--- config.mk ---
export PLATFORM = sky130hd
export DESIGN_NAME = axi_stream_arbiter_flat
export DESIGN_NICKNAME = d
export VERILOG_FILES = /design/src/rtl/axi_stream_arbiter_if.sv /design/src/rtl/axi_stream_arbiter.sv /design/src/flat_wrapper.sv
export SDC_FILE = /design/constraint.sdc
export NUM_CORES = 1
export LEC_CHECK = 0
export CAP_MARGIN = 40
export CORE_MARGIN = 3
export CORE_UTILIZATION = 25
export CTS_CLUSTER_DIAMETER = 100
export CTS_CLUSTER_SIZE = 12
export DETAILED_ROUTE_END_ITERATION = 16
export PLACE_DENSITY = 0.79
export SLEW_MARGIN = 20
export SYNTH_ARGS = -nofsm -noshare
export SYNTH_HDL_FRONTEND = slang
export SYNTH_SLANG_ARGS = --single-unit
--- constraint.sdc ---
create_clock -name clk -period 3.8 [get_ports clk]
set_input_delay 0.76 -clock clk [delete_from_list [all_inputs] [get_ports clk]]
set_output_delay 0.76 -clock clk [all_outputs]
set_load 0.01 [all_outputs]
--- src/rtl/axi_stream_arbiter_if.sv ---
// AXI-Stream bundle shared by the arbiter's upstream and downstream sides.
// LANES packs several parallel streams side by side. Lane i occupies slice i of every field.
// The master modport drives payload and valid. The slave modport drives ready.
interface axi_stream_arbiter_if #(
    parameter int LANES      = 1,
    parameter int DATA_WIDTH = 32,
    parameter int USER_WIDTH = 1,
    parameter int ID_WIDTH   = 1
);
    logic [LANES*DATA_WIDTH-1:0]   tdata;
    logic [LANES-1:0]              tvalid;
    logic [LANES-1:0]              tready;
    logic [LANES-1:0]              tlast;
    logic [LANES*DATA_WIDTH/8-1:0] tkeep;
    logic [LANES*USER_WIDTH-1:0]   tuser;
    logic [LANES*ID_WIDTH-1:0]     tid;

    modport master (
        output tdata, tvalid, tlast, tkeep, tuser, tid,
        input  tready
    );

    modport slave (
        input  tdata, tvalid, tlast, tkeep, tuser, tid,
        output tready
    );
endinterface

--- src/rtl/axi_stream_arbiter.sv ---
// Packet-level N:1 AXI-Stream arbiter.
// One upstream lane owns the downstream stream from its first beat until its tlast beat is accepted.
// A single idle bubble cycle separates consecutive packets.
// The default build arbitrates round-robin.
// Defining AXIS_ARB_FIXED_PRIORITY_EN switches arbitration to fixed priority, where the lowest index wins.
module axi_stream_arbiter #(
    parameter int NUM_INPUTS = 4,
    parameter int DATA_WIDTH = 32,
    parameter int USER_WIDTH = 1,
    parameter int ID_WIDTH   = 1,
    localparam int IDX_W     = $clog2(NUM_INPUTS)
) (
    input  logic                  clk,
    input  logic                  rst,
    axi_stream_arbiter_if.slave   s_if,
    axi_stream_arbiter_if.master  m_if,
    output logic                  grant_valid,
    output logic [IDX_W-1:0]      grant_idx
);

    localparam int KEEP_WIDTH = DATA_WIDTH / 8;

    typedef enum logic {
        IDLE,
        BUSY
    } state_e;

    state_e            state_q, state_d;
    logic [IDX_W-1:0]  grantIdx_q, grantIdx_d;
    logic [IDX_W-1:0]  winnerIdx;
    logic              anyValid;

`ifndef AXIS_ARB_FIXED_PRIORITY_EN
    localparam logic [IDX_W:0]   NUM_L    = (IDX_W+1)'(NUM_INPUTS);
    localparam logic [IDX_W-1:0] LAST_IDX = IDX_W'(NUM_INPUTS - 1);

    logic [IDX_W-1:0]  rrPtr_q, rrPtr_d;
    logic [IDX_W:0]    candIdx;
    logic              found;
`endif

    assign anyValid    = |s_if.tvalid;
    assign grant_valid = (state_q == BUSY);
    assign grant_idx   = grantIdx_q;

`ifdef AXIS_ARB_FIXED_PRIORITY_EN
    // Winner is the lowest-index requester. Scan downward so that the last hit is the lowest index.
    always_comb begin
        winnerIdx = '0;
        for (int i = NUM_INPUTS - 1; i >= 0; i--) begin
            if (s_if.tvalid[i]) begin
                winnerIdx = IDX_W'(i);
            end
        end
    end
`else
    // Winner is the first requester found scanning upward from the round-robin pointer.
    // The wrap is explicit because NUM_INPUTS need not be a power of two.
    always_comb begin
        winnerIdx = '0;
        candIdx   = '0;
        found     = 1'b0;
        for (int off = 0; off < NUM_INPUTS; off++) begin
            candIdx = {1'b0, rrPtr_q} + off[IDX_W:0];
            if (candIdx >= NUM_L) begin
                candIdx = candIdx - NUM_L;
            end
            if (!found && s_if.tvalid[candIdx[IDX_W-1:0]]) begin
                found     = 1'b1;
                winnerIdx = candIdx[IDX_W-1:0];
            end
        end
    end
`endif

    // State, grant and pointer registers. A synchronous reset drops any packet in flight.
    always_ff @(posedge clk) begin
        if (rst) begin
            state_q    <= IDLE;
            grantIdx_q <= '0;
`ifndef AXIS_ARB_FIXED_PRIORITY_EN
            rrPtr_q    <= '0;
`endif
        end else begin
            state_q    <= state_d;
            grantIdx_q <= grantIdx_d;
`ifndef AXIS_ARB_FIXED_PRIORITY_EN
            rrPtr_q    <= rrPtr_d;
`endif
        end
    end

    // Grant on any request while idle. Release after the accepted tlast beat.
    always_comb begin
        state_d    = state_q;
        grantIdx_d = grantIdx_q;
`ifndef AXIS_ARB_FIXED_PRIORITY_EN
        rrPtr_d    = rrPtr_q;
`endif
        case (state_q)
            IDLE: begin
                if (anyValid) begin
                    state_d    = BUSY;
                    grantIdx_d = winnerIdx;
`ifndef AXIS_ARB_FIXED_PRIORITY_EN
                    rrPtr_d    = (winnerIdx == LAST_IDX) ? '0 : winnerIdx + 1'b1;
`endif
                end
            end
            BUSY: begin
                if (m_if.tvalid[0] && m_if.tready[0] && m_if.tlast[0]) begin
                    state_d = IDLE;
                end
            end
            default: state_d = IDLE;
        endcase
    end

    // Zero-latency pass-through of the granted lane. Everything is zero while idle or in reset.
    always_comb begin
        s_if.tready = '0;
        m_if.tvalid = '0;
        m_if.tlast  = '0;
        m_if.tdata  = '0;
        m_if.tkeep  = '0;
        m_if.tuser  = '0;
        m_if.tid    = '0;
        if (!rst && state_q == BUSY) begin
            for (int i = 0; i < NUM_INPUTS; i++) begin
                if (grantIdx_q == IDX_W'(i)) begin
                    m_if.tvalid[0]  = s_if.tvalid[i];
                    m_if.tlast[0]   = s_if.tlast[i];
                    m_if.tdata      = s_if.tdata[i*DATA_WIDTH +: DATA_WIDTH];
                    m_if.tkeep      = s_if.tkeep[i*KEEP_WIDTH +: KEEP_WIDTH];
                    m_if.tuser      = s_if.tuser[i*USER_WIDTH +: USER_WIDTH];
                    m_if.tid        = s_if.tid[i*ID_WIDTH +: ID_WIDTH];
                    s_if.tready[i]  = m_if.tready[0];
                end
            end
        end
    end

endmodule

--- src/flat_wrapper.sv ---
// flat-port wrapper written by rule: the top's interface ports become plain ports
module axi_stream_arbiter_flat 
#(
    parameter int NUM_INPUTS = 4,
    parameter int DATA_WIDTH = 32,
    parameter int USER_WIDTH = 1,
    parameter int ID_WIDTH   = 1,
    localparam int IDX_W     = $clog2(NUM_INPUTS)
)
  (clk, rst, grant_valid, grant_idx, s_if_tdata, s_if_tvalid, s_if_tlast, s_if_tkeep, s_if_tuser, s_if_tid, s_if_tready, m_if_tdata, m_if_tvalid, m_if_tlast, m_if_tkeep, m_if_tuser, m_if_tid, m_if_tready);
  axi_stream_arbiter_if #(.LANES((4)), .DATA_WIDTH(DATA_WIDTH), .USER_WIDTH(USER_WIDTH), .ID_WIDTH(ID_WIDTH)) s_if_i ();
  axi_stream_arbiter_if #(.LANES(1), .DATA_WIDTH(DATA_WIDTH), .USER_WIDTH(USER_WIDTH), .ID_WIDTH(ID_WIDTH)) m_if_i ();
  input  logic clk;
  input  logic rst;
  output logic grant_valid;
  output logic [IDX_W-1:0] grant_idx;
  input wire logic [$bits(s_if_i.tdata)-1:0] s_if_tdata;
  input wire logic [$bits(s_if_i.tvalid)-1:0] s_if_tvalid;
  input wire logic [$bits(s_if_i.tlast)-1:0] s_if_tlast;
  input wire logic [$bits(s_if_i.tkeep)-1:0] s_if_tkeep;
  input wire logic [$bits(s_if_i.tuser)-1:0] s_if_tuser;
  input wire logic [$bits(s_if_i.tid)-1:0] s_if_tid;
  output wire logic [$bits(s_if_i.tready)-1:0] s_if_tready;
  output wire logic [$bits(m_if_i.tdata)-1:0] m_if_tdata;
  output wire logic [$bits(m_if_i.tvalid)-1:0] m_if_tvalid;
  output wire logic [$bits(m_if_i.tlast)-1:0] m_if_tlast;
  output wire logic [$bits(m_if_i.tkeep)-1:0] m_if_tkeep;
  output wire logic [$bits(m_if_i.tuser)-1:0] m_if_tuser;
  output wire logic [$bits(m_if_i.tid)-1:0] m_if_tid;
  input wire logic [$bits(m_if_i.tready)-1:0] m_if_tready;
  assign s_if_i.tdata = s_if_tdata;
  assign s_if_i.tvalid = s_if_tvalid;
  assign s_if_i.tlast = s_if_tlast;
  assign s_if_i.tkeep = s_if_tkeep;
  assign s_if_i.tuser = s_if_tuser;
  assign s_if_i.tid = s_if_tid;
  assign s_if_tready = s_if_i.tready;
  assign m_if_tdata = m_if_i.tdata;
  assign m_if_tvalid = m_if_i.tvalid;
  assign m_if_tlast = m_if_i.tlast;
  assign m_if_tkeep = m_if_i.tkeep;
  assign m_if_tuser = m_if_i.tuser;
  assign m_if_tid = m_if_i.tid;
  assign m_if_i.tready = m_if_tready;
  axi_stream_arbiter #(.NUM_INPUTS(NUM_INPUTS), .DATA_WIDTH(DATA_WIDTH), .USER_WIDTH(USER_WIDTH), .ID_WIDTH(ID_WIDTH)) u_core (.clk(clk), .rst(rst), .s_if(s_if_i), .m_if(m_if_i), .grant_valid(grant_valid), .grant_idx(grant_idx));
endmodule
* Word level (Yosys, flattened, before mapping)
Index checks and enable logic that the tools add are counted.
** Word-level totals
- Flip-flop bits (word level) :: 5
- Logic and storage cells :: 95
- Bits of input ports :: 163
** Cells by class
- Bitwise logic cells :: 1
- Magnitude comparators :: 8
- Add/sub/neg operators :: 8
- Mux-type cells :: 58
- Reductions and logical operators :: 13
- Eq/ne operators :: 4
** Operators with widths (count)
- $mux W32 :: 5
- $mux W1 :: 33
- $mux W4 :: 6
- $mux W2 :: 9
- $lt A2 B3 Y1 const B :: 4
- $ge A3 B3 Y1 const B :: 3
- $bmux W1 S2 :: 4
- $sub A2 B1 Y2 const B :: 4
- $add A2 B2 Y3 const B :: 2
- $eq A2 B2 Y1 const B :: 3
- $logic_and A1 B1 Y1 :: 6
- $logic_not A1 Y1 :: 4
- $reduce_or A4 Y1 :: 1
- $add A2 B1 Y3 const B :: 1
- $ge A2 B3 Y1 const B :: 1
- $add A2 B1 Y2 const B :: 1
- $eq A2 B1 Y1 const B :: 1
- $logic_not A2 Y1 :: 1
- $pmux W1 S2 :: 1
- $reduce_and A2 Y1 :: 1
- $not A1 Y1 :: 1

* Logic depth before layout (Yosys ltp)
Gate-level depths: netlist (run 1).
- Depth after elaboration :: 16
- Depth in mapped cells :: 5

* Least setup slack after synthesis (run 1)
OpenSTA, ideal clock, no wires.
- Kind :: flip-flop to output port
- Start point :: reg u_core.grantIdx_q[0], in the netlist u_core.grant_idx[0]
- End point :: out m_if_tdata[0]
- Stages on the path, launching flop included :: 5
- Buffers on the path :: 2
- Setup slack :: 1.433 ns
- Required time :: 3.040 ns
- Data arrival time :: 1.607 ns
- Cell sequence :: dfxtp_1 > buf_2 > buf_2 > mux4_2 > and2_1
** Between the ends
- Cells in the longest elaborated chain, start to end :: 6
- Elaborated cells on any way between the ends :: 9
- Those cells by class :: 3 x eq/ne; 5 x mux; 1 x reduce/logical
** RTL lines
- start: declaration :: line axi_stream_arbiter.sv:29 : logic [IDX_W-1:0] grantIdx_q, grantIdx_d;
- start signal: assignment :: line axi_stream_arbiter.sv:86 : grantIdx_q <= grantIdx_d;
- $logic_not A2 Y1 :: line axi_stream_arbiter.sv:130 : if (grantIdx_q == IDX_W'(i)) begin
- $mux W32 (3 in a row) :: line axi_stream_arbiter.sv:130
- $mux W32 (*) :: line axi_stream_arbiter.sv:130
- $mux W32 (*) :: line axi_stream_arbiter.sv:128 : if (!rst && state_q == BUSY) begin
- end: declaration :: line flat_wrapper.sv:24 : output wire logic [$bits(m_if_i.tdata)-1:0] m_if_tdata;
Mark *: on every way between the ends. The rest lies on a longest branch, timed or not.

* Worst setup path in the final report (run 1)
- Start point :: in s_if_tvalid[3]
- End point :: out m_if_tvalid
** Between the ends
- Cells in the longest elaborated chain, start to end :: 2
** RTL lines
- start: declaration :: line flat_wrapper.sv:18 : input wire logic [$bits(s_if_i.tvalid)-1:0] s_if_tvalid;
- $mux W1 :: line axi_stream_arbiter.sv:130
- $mux W1 :: line axi_stream_arbiter.sv:128
- end: declaration :: line flat_wrapper.sv:25 : output wire logic [$bits(m_if_i.tvalid)-1:0] m_if_tvalid;
No other way between the ends.

==> flow_summary.toml, run 1 <==
[place]
io_buffers = 209
place_congestion = 0.901
hpwl_mm = 7.20

[cells_and_area]
fin_nets = 517
antenna_cells = 0
drive_above_1_share_pct = 15.3
area_growth_pct = 132

[routing]
antenna_left = 0
finalWirelength_mm = 8.49
drt_first_pass_iters = 4
via_count = 2197
viasPerCell = 5.11
drt_iter0_drc = 66
drc = 0
wl_per_cell_um = 19.7

[job]
maxCapViolCount = 0

[synth]
yosysTopAreaCellShare_pct = 53.0
synth_top_area_cell = "mux4_2"
ys_warn_count = 0
syn_inst = 152
syn_nets = 315
synthDistinctLibCells = 37
synth-async-reset-ratio_pct = 0
ys.flop_type = "dfxtp_1"
synth_area_sq_mm = 0.00166
synth_edf_count = 0
synth.avg_cell_area_sq_um = 10.9
synthTopCellsByArea = "mux4_2, and2_1, dfxtp_1, clkbuf_1, mux4_1"
yosysSeqAreaShare_pct = 6.04
ys_seq_elements = 5

[clocking]
hold_buffers = 0
clkTransAtPathRegs_ps = 30
clock-sinks = 5
cts_tree = "built"
cts_resized = 0
htreeDepth = 1
cts.path.max_buffers = 2
numCtsBuffers = 3
cts_root_buf = "clkbuf_8"
cts_setup_buffers = 0
clock_latency_ps = 220

[floorplan]
die_y_um = 87.4
fp.coreArea_sq_mm = 0.00639
ios = 210
die_x_um = 87.4
die-area_sq_mm = 0.00764
placementRows = 29
start_util_pct = 26.0

[global_routing]
grt_pass1_wl_mm = 12.4
overflow = 0
grt_pass1_vias = 2192
grt_max_degree = 34
grt_antenna_before_repair = 0
track_usage_pct = 21.0

[worst_setup_path]
path_class = "input pin to primary output"
path_common_cell = "clkdlybuf4s50_1"
path_cells = "clkdlybuf4s50_1, mux4_1, and2_1, clkdlybuf4s50_1"
cpPeakStageDelay_ps = 570
required_ps = 3040
cp_max_fo = 9
worstPathArrival_ps = 2560
crit_path_start_kind = "input pin"
slowest_stage = "clkdlybuf4s50_1"
end_kind = "primary output"

[min_path]
hp-class = "flip-flop to flip-flop"

[run_status]
outcome = "completed"

[power_and_ir_drop]
ir_drop_uv = 270
p_leak_nw = 1.34
power_uw = 655
p_per_area_mw_per_mm2 = 170

[sta]
hold_viol = 0
finalSetupViolCount = 0
grt_setup_unrepaired = "no"
tns_ps = 0
fmax_mhz = 302
worst_pin_slew_ps = 775
worst_clock_skew_ps = 1.01
fin_crit_sh_pct = 87.3
slew_headroom_pct = 48.3
period_minus_slack_ps = 3320
report.final.slew_viol_count = 0
## synthesized netlist by cell type, types with 2 or more instances
master and n:
and2_1 41, a221o_1 2, buf_1 3, mux4_2 39, o21ai_0 3, nand3_1 2, clkbuf_1 7, buf_6 2
dfxtp_1 5, nor2_1 5, nor3b_1 2, buf_2 5, inv_1 3, nand2_1 5, nor2b_1 2, nor3_1 2
a21oi_1 4
## report_power, final
group | internal (mW) | switching, mW | total (mW)
combinational | 0.335 | 0.140 | 0.475
sequential | 0.0601 | 0.0222 | 0.0823
clock | 0.0720 | 0.0256 | 0.0976
total | 0.467 | 0.188 | 0.655
## through the flow
stage / hold slack, ps / instance area [sq um] / instances / setup WS (ps) / utilization [%]
2_1_floorplan: 500 / 1660 / 152 / 1430 / -
3_3_place_gp: 541 / 3800 / 426 / 524 / 59.6
3_5_place_dp: 552 / 3800 / 426 / 494 / 59.6
4_1_cts: 556 / 3850 / 430 / 489 / 60.3
5_1_grt: 599 / 3850 / 430 / 341 / 60.3
6_report: 554 / 3850 / 430 / 484 / 60.3
## cell type report
| class | instances | area, sq um |
|---|---|---|
| Fill cell | 558 | 2540 |
| Timing Repair Buffer | 215 | 2140 |
| Multi-Input combinational cell | 126 | 1460 |
| Sequential cell | 5 | 103 |
| Tap cell | 77 | 96.3 |
| Clock buffer | 4 | 45.0 |
| Inverter | 3 | 11.3 |
## cell families (layout without fill, tap and decap cells)
group	after synthesis	in the layout	synth area share (%)
DFF	5	5	6.04
adders and majority gates	1	1	0.604
AOI/OAI and AO/OA	17	17	7.25
buffers and inverters	21	222	6.26
and+or+nand+nor	66	66	24.0
muxes	42	42	55.8
## worst paths after layout
kind                  startpoint                  to  slack, ps  depth (start not counted)
max               s_if_tvalid[3]         m_if_tvalid        480                          4
min                    flip-flop           flip-flop        550                          2
max reg2reg  u_core.grant_idx[0]  u_core.grant_valid       2060                          5
min reg2reg            flip-flop           flip-flop        550                          2
## layer usage
| layer | GRT usage, % | vias up | routed length, um |
|---|---|---|---|
| met5 | 0 | - | 0 |
| met3 | 5.20 | 16 | 644 |
| met1 | 24.1 | 1077 | 3020 |
| met4 | 5.02 | 0 | 190 |
| li1 | - | 1009 | - |
| met2 | 38.8 | 95 | 4630 |
## cells in the final DEF, fill, tap and decap left out
cell type        count
a2111o_1             1
a21o_1               1
a21oi_1              4
a221o_1              2
a221oi_1             1
a31oi_1              1
and2_1              41
and4_1               1
buf_4                6
clkbuf_1             1
clkbuf_8             3
clkdlybuf4s50_1    209
dfxtp_1              3
dfxtp_2              2
inv_1                3
maj3_1               1
mux2_2               1
mux2i_1              1
mux4_1               1
mux4_2              39
nand2_1              5
nand2b_1             1
nand3_1              2
nand3b_1             1
nor2_1               5
nor2b_1              1
nor2b_2              1
nor2b_4              1
nor3_1               2
nor3b_1              2
nor4_1               1
o21ai_0              3
o21bai_1             1
o22ai_1              1
o311ai_0             1
o41ai_1              1
or2_2                1
or2b_1               1
## critical path: cells and delay by family
family / cells / cell delay [ps]
buffers and inverters: 2 / 1060
multiplexers: 1 / 560
AND/OR/NAND/NOR: 1 / 180
No activity file was read; power rests on OpenSTA's default activity.
==> run 2: changes to the inputs <==
--- a/config.mk
+++ b/config.mk
@@ -11,6 +11,7 @@
 export CTS_CLUSTER_DIAMETER = 100
 export CTS_CLUSTER_SIZE = 12
 export DETAILED_ROUTE_END_ITERATION = 16
+export GPL_TIMING_DRIVEN = 0
 export PLACE_DENSITY = 0.79
 export SLEW_MARGIN = 20
 export SYNTH_ARGS = -nofsm -noshare
==> run 2 against run 1 <==
Net effect:
- sequential power decreased by 20%
- sequential share of layout area decreased by 0.073 points
- non-clock buffer count increased by 9
- clock power increased by 1%
- sequential cell count unchanged
- register-to-register slack improved by 230 ps
- clock skew increased by 2.5 ps
- largest cell class unchanged
==> flow_summary.toml, run 2 (synthesized netlist as in run 1, its figures left out) <==
[run_status]
outcome = "completed"

[cells_and_area]
drive_above_1_share_pct = 14.6
area_growth_pct = 133
fin_cells = 439
fin_nets = 526
antenna_cells = 0
utilization_pct = 60.5
final_common_cell = "clkdlybuf4s50_1"
final_cell_mix = "clkdlybuf4s50_1, and2_1, mux4_2"

[min_path]
whs_path_depth = 2
hp-class = "flip-flop to flip-flop"

[worst_setup_path]
cp.depth = 5
worstPathArrival_ps = 2780
cp_max_fo = 10
cp_top_family = "buffers and inverters"
required_ps = 3040
reg2regPathDepth = 5
path_common_cell = "clkdlybuf4s50_1"
path_cells = "clkdlybuf4s50_1, nor2b_1, clkbuf_1, and2_1, clkdlybuf4s50_1"
critPathBufInv = 3
end_kind = "primary output"
crit_path_start_kind = "input pin"
path_class = "input pin to primary output"
slowest_stage = "clkdlybuf4s50_1"
cpPeakStageDelay_ps = 540

[place]
hpwl_mm = 7.34
place_congestion = 0.866
io_buffers = 206
dp.cells = 435

[power_and_ir_drop]
pwr-share-comb_pct = 74.9
power.switching_uw = 190
p_leak_nw = 1.35
p_per_area_mw_per_mm2 = 170
power_uw = 658
swShare_pct = 28.8
p_int_uw = 469
power_frac_clock_pct = 15.0
seq_power_share_pct = 10.1
ir_drop_uv = 254

[global_routing]
grt_pass1_wl_mm = 12.6
track_usage_pct = 21.3
overflow = 0
grt_antenna_before_repair = 0
grt_pass1_vias = 2243
grt_max_degree = 11

[floorplan]
start_util_pct = 26.0
die_x_um = 87.4
die-area_sq_mm = 0.00764
die_y_um = 87.4
fp.coreArea_sq_mm = 0.00639
ios = 210
placementRows = 29

[clocking]
cts_resized = 0
cts_setup_buffers = 0
clock_latency_ps = 220
htreeDepth = 1
hold_buffers = 0
cts_tree = "built"
numCtsBuffers = 3
clock-sinks = 5
clkTransAtPathRegs_ps = 30
cts_root_buf = "clkbuf_8"
cts.path.max_buffers = 2

[sta]
worst_clock_skew_ps = 3.52
hold_slack_ps = 566
worst_pin_slew_ps = 606
period_minus_slack_ps = 3540
grt_setup_unrepaired = "no"
tns_ps = 0
hold_viol = 0
finalSetupViolCount = 0
slew_headroom_pct = 59.6
fin_crit_sh_pct = 93.3
fmax_mhz = 282
report.final.slew_viol_count = 0

[routing]
drt_first_pass_iters = 4
finalWirelength_mm = 8.43
viasPerCell = 4.99
drt_iter0_drc = 39
drc = 0
wl_per_cell_um = 19.2
antenna_left = 0
via_count = 2191

[job]
maxCapViolCount = 0
## run 2: cell count changes in the layout (fill, tap and decap cells not counted), moves of 3 or more
cell | before | now
clkdlybuf4s50_1 | 209 | 206
buf_4 | 6 | 1
buf_1 | 0 | 3
clkbuf_1 | 1 | 8
buf_2 | 0 | 5
## run 2: layout make-up
class	count	area, sq um
Buffer	18	92.6
Clock buffer	4	45.0
Fill cell	564	2520
Inverter	3	11.3
Multi-Input combinational cell	126	1450
Sequential cell	5	100
Tap cell	77	96.3
Timing Repair Buffer	206	2060
## run 2: routing by layer
layer	wire length (um)	global-route usage, %	up-vias
met4	144	4.18	0
li1	-	-	1024
met2	4570	39.7	97
met5	0	0	-
met1	3010	24.2	1056
met3	709	5.96	14
## run 2: path summary, 6_finish.rpt
path         slack (ps)           endpoint              start
max                 260      m_if_tdata[6]                rst
min                 570          flip-flop          flip-flop
max reg2reg        2290  u_core.rrPtr_q[1]  u_core.rrPtr_q[1]
min reg2reg         570          flip-flop          flip-flop
## run 2: power by group through the flow
stage / Clock, mW / Sequential [mW] / Combinational, mW
2_1_floorplan: 0 / 0.0668 / 0.234
3_3_place_gp: 0 / 0.0666 / 0.488
3_5_place_dp: 0 / 0.0667 / 0.496
4_1_cts: 0.102 / 0.0664 / 0.498
5_1_grt: 0.108 / 0.0677 / 0.533
6_report: 0.0990 / 0.0662 / 0.493
## run 2: tightest hold or removal path: cells and delay by family, from the launching register on
| kind | cells | cell delay [ps] |
|---|---|---|
| DFF | 1 | 360 |
| and+or+nand+nor | 1 | 90 |
| muxes | 1 | 60 |
## run 2: per-stage QoR
stage / setup WS (ps) / area, sq um
detailed placement: 198 / 3820
global route: 53.2 / 3860
global placement: 224 / 3820
finish: 255 / 3860
CTS: 195 / 3860
floorplan: 1430 / 1660
==> RTL change, RTL diff (flow settings as in run 2) <==
Make the reset (`rst`) asynchronous in one clocked block. Comments in the files are not updated.
--- a/src/rtl/axi_stream_arbiter.sv
+++ b/src/rtl/axi_stream_arbiter.sv
@@ -76,3 +76,3 @@
     // State, grant and pointer registers. A synchronous reset drops any packet in flight.
-    always_ff @(posedge clk) begin
+    always_ff @(posedge clk or posedge rst) begin
         if (rst) begin
Function: differs if rst is asserted again (counterexample within 4 cycles, from zero or initial values and one cycle with rst high); with rst held inactive, the same outputs for 10 cycles.
==> RTL change against run 2 <==
  * Cell area increased by 1.1%
  * Sequential cell count unchanged
  * Worst setup slack improved by 0.053 ns
  * Final cell count decreased by 0.91%
  * Critical path depth unchanged
  * Count of clock-buffer cells in the layout decreased by 1
  * Routed wire length increased by 1.4%
  * Non-clock buffer count increased by 4
  * Register-to-register slack improved by 0.08 ns
  * Area after synthesis increased by 0.60%
  * Sequential share of layout area increased by 0.61 points
  * Highest routed layer unchanged
Power is not compared: it rests on default switching activity, and its combinational part moved more than twofold at a synthesized area within 25%.
==> RTL change: results <==
export IMPL_drtIter0Drc=62
export IMPL_antenna_found_initial=0
export IMPL_postCtsSetupRepairBufs=0
export IMPL_drive_gt1_share_pct=15.4
export IMPL_synth_most_common_cell="and3_1"
export IMPL_slowest_delay_ns=0.55
export IMPL_wl_met2_um=4730
export IMPL_finClkSkew_ns=0.00405
export IMPL_cp_max_fo=14
export IMPL_gp_congestion=0.894
export IMPL_syn_num_nets=308
export IMPL_htree_levels=1
export IMPL_cts_resized=0
export IMPL_async_flop_share_pct=100
export IMPL_routed_top_layer="met4"
export IMPL_hold_viol=0
export IMPL_placed_area_um2=3860
export IMPL_wl_per_cell_um=19.6
export IMPL_synth_ff_type="dfrtp_1"
export IMPL_r2r_start="u_core.grant_idx[0]"
export IMPL_worstSetupEndpoint="m_if_tdata[29]"
export IMPL_status="finished clean"
export IMPL_r2r_end="u_core.grant_valid"
export IMPL_static_leakage_power_uw=0.00154
export IMPL_hold_path_class="reg2reg"
export IMPL_yosysSeqAreaShare_pct=7.50
export IMPL_io_buffer_count=209
export IMPL_synth_distinct_cells=25
export IMPL_ant_nets=0
export IMPL_r2r_slack_ns=2.37
export IMPL_viasPerCell=5.06
export IMPL_grt_pass1_vias=2345
export IMPL_hpwl_um=7230
export IMPL_worstPathArrival_ns=2.73
export IMPL_grt_max_degree=15
export IMPL_wl_met3_um=488
export IMPL_slew_headroom_pct=54.1
export IMPL_insertion_delay_ns=0.23
export IMPL_ys_top_cells_by_area="mux4_2, and3_1, dfrtp_1"
export IMPL_synth_common_cells="and3_1, mux4_2, a21oi_1, clkbuf_1, nor2_1"
export IMPL_track_usage_pct=20.6
export IMPL_met1Wirelength_um=3200
export IMPL_cts_buffer_depth=2
export IMPL_firstDrtPassIters=4
export IMPL_final_nets=522
export IMPL_slowest_stage="clkbuf_1"
export IMPL_peakVddDrop_uv=523
export IMPL_grt_first_pass_wirelength_um=12200
export IMPL_crit_start="rst"
-- RTL change: area by class of cell --
type / instances / area [um2]
buffer: 19 / 143
timing repair buffer: 209 / 2090
multi-input combinational: 117 / 1390
clock inverter: 1 / 5.00
fill: 552 / 2520
clock buffer: 3 / 41.3
tap: 77 / 96.3
inverter: 4 / 15.0
sequential: 5 / 125
-- RTL change: power groups by stage --
stage               clock network, uW  registers [uW]  logic [uW]
floorplan                           0            97.1         965
global placement                    0            95.0        1560
detailed placement                  0            95.5        1590
CTS                               102            95.4        1600
global route                      105            98.1        1680
finish                           99.8            94.9        1580
-- RTL change: worst min path at each step --
stage          slack [ns]   endpoint  depth (start not counted)      start
5_1_grt              0.65  flip-flop                          2  flip-flop
4_1_cts              0.61  flip-flop                          2  flip-flop
6_report             0.62  flip-flop                          2  flip-flop
2_1_floorplan        0.56  flip-flop                          2  flip-flop
3_5_place_dp         0.61  flip-flop                          2  flip-flop
3_3_place_gp         0.59  flip-flop                          2  flip-flop
-- RTL change: kinds of logic (layout without fill, tap and decap cells) --
logic type                after synthesis  after routing  synth area share (%)
AOI/OAI and AO/OA                      12             12                  4.13
xor gates and xnor gates                1              1                 0.525
buffers and inverters                  23            236                  9.45
DFF                                     5              5                  7.50
muxes                                  44             44                  57.2
and+or+nand+nor                        60             60                  21.2
-- RTL change: per-stage QoR --
stage	cells	setup slack (ns)
final	435	0.308
after global routing	435	0.183
after detailed placement	431	0.300
after floorplan	145	1.60
after CTS	435	0.286
after global placement	431	0.328
-- RTL change: critical path: cells and delay by family --
kind / cells / cell delay, ns
buffers and inverters: 4 / 1.70
AND/OR/NAND/NOR: 1 / 0.27
-- RTL change: metal layers --
| metal | GRT usage (%) | vias to the layer above |
|---|---|---|
| li1 | - | 1029 |
| met1 | 23.7 | 1060 |
| met2 | 40.4 | 99 |
| met3 | 3.29 | 12 |
| met4 | 2.79 | 0 |
| met5 | 0 | - |
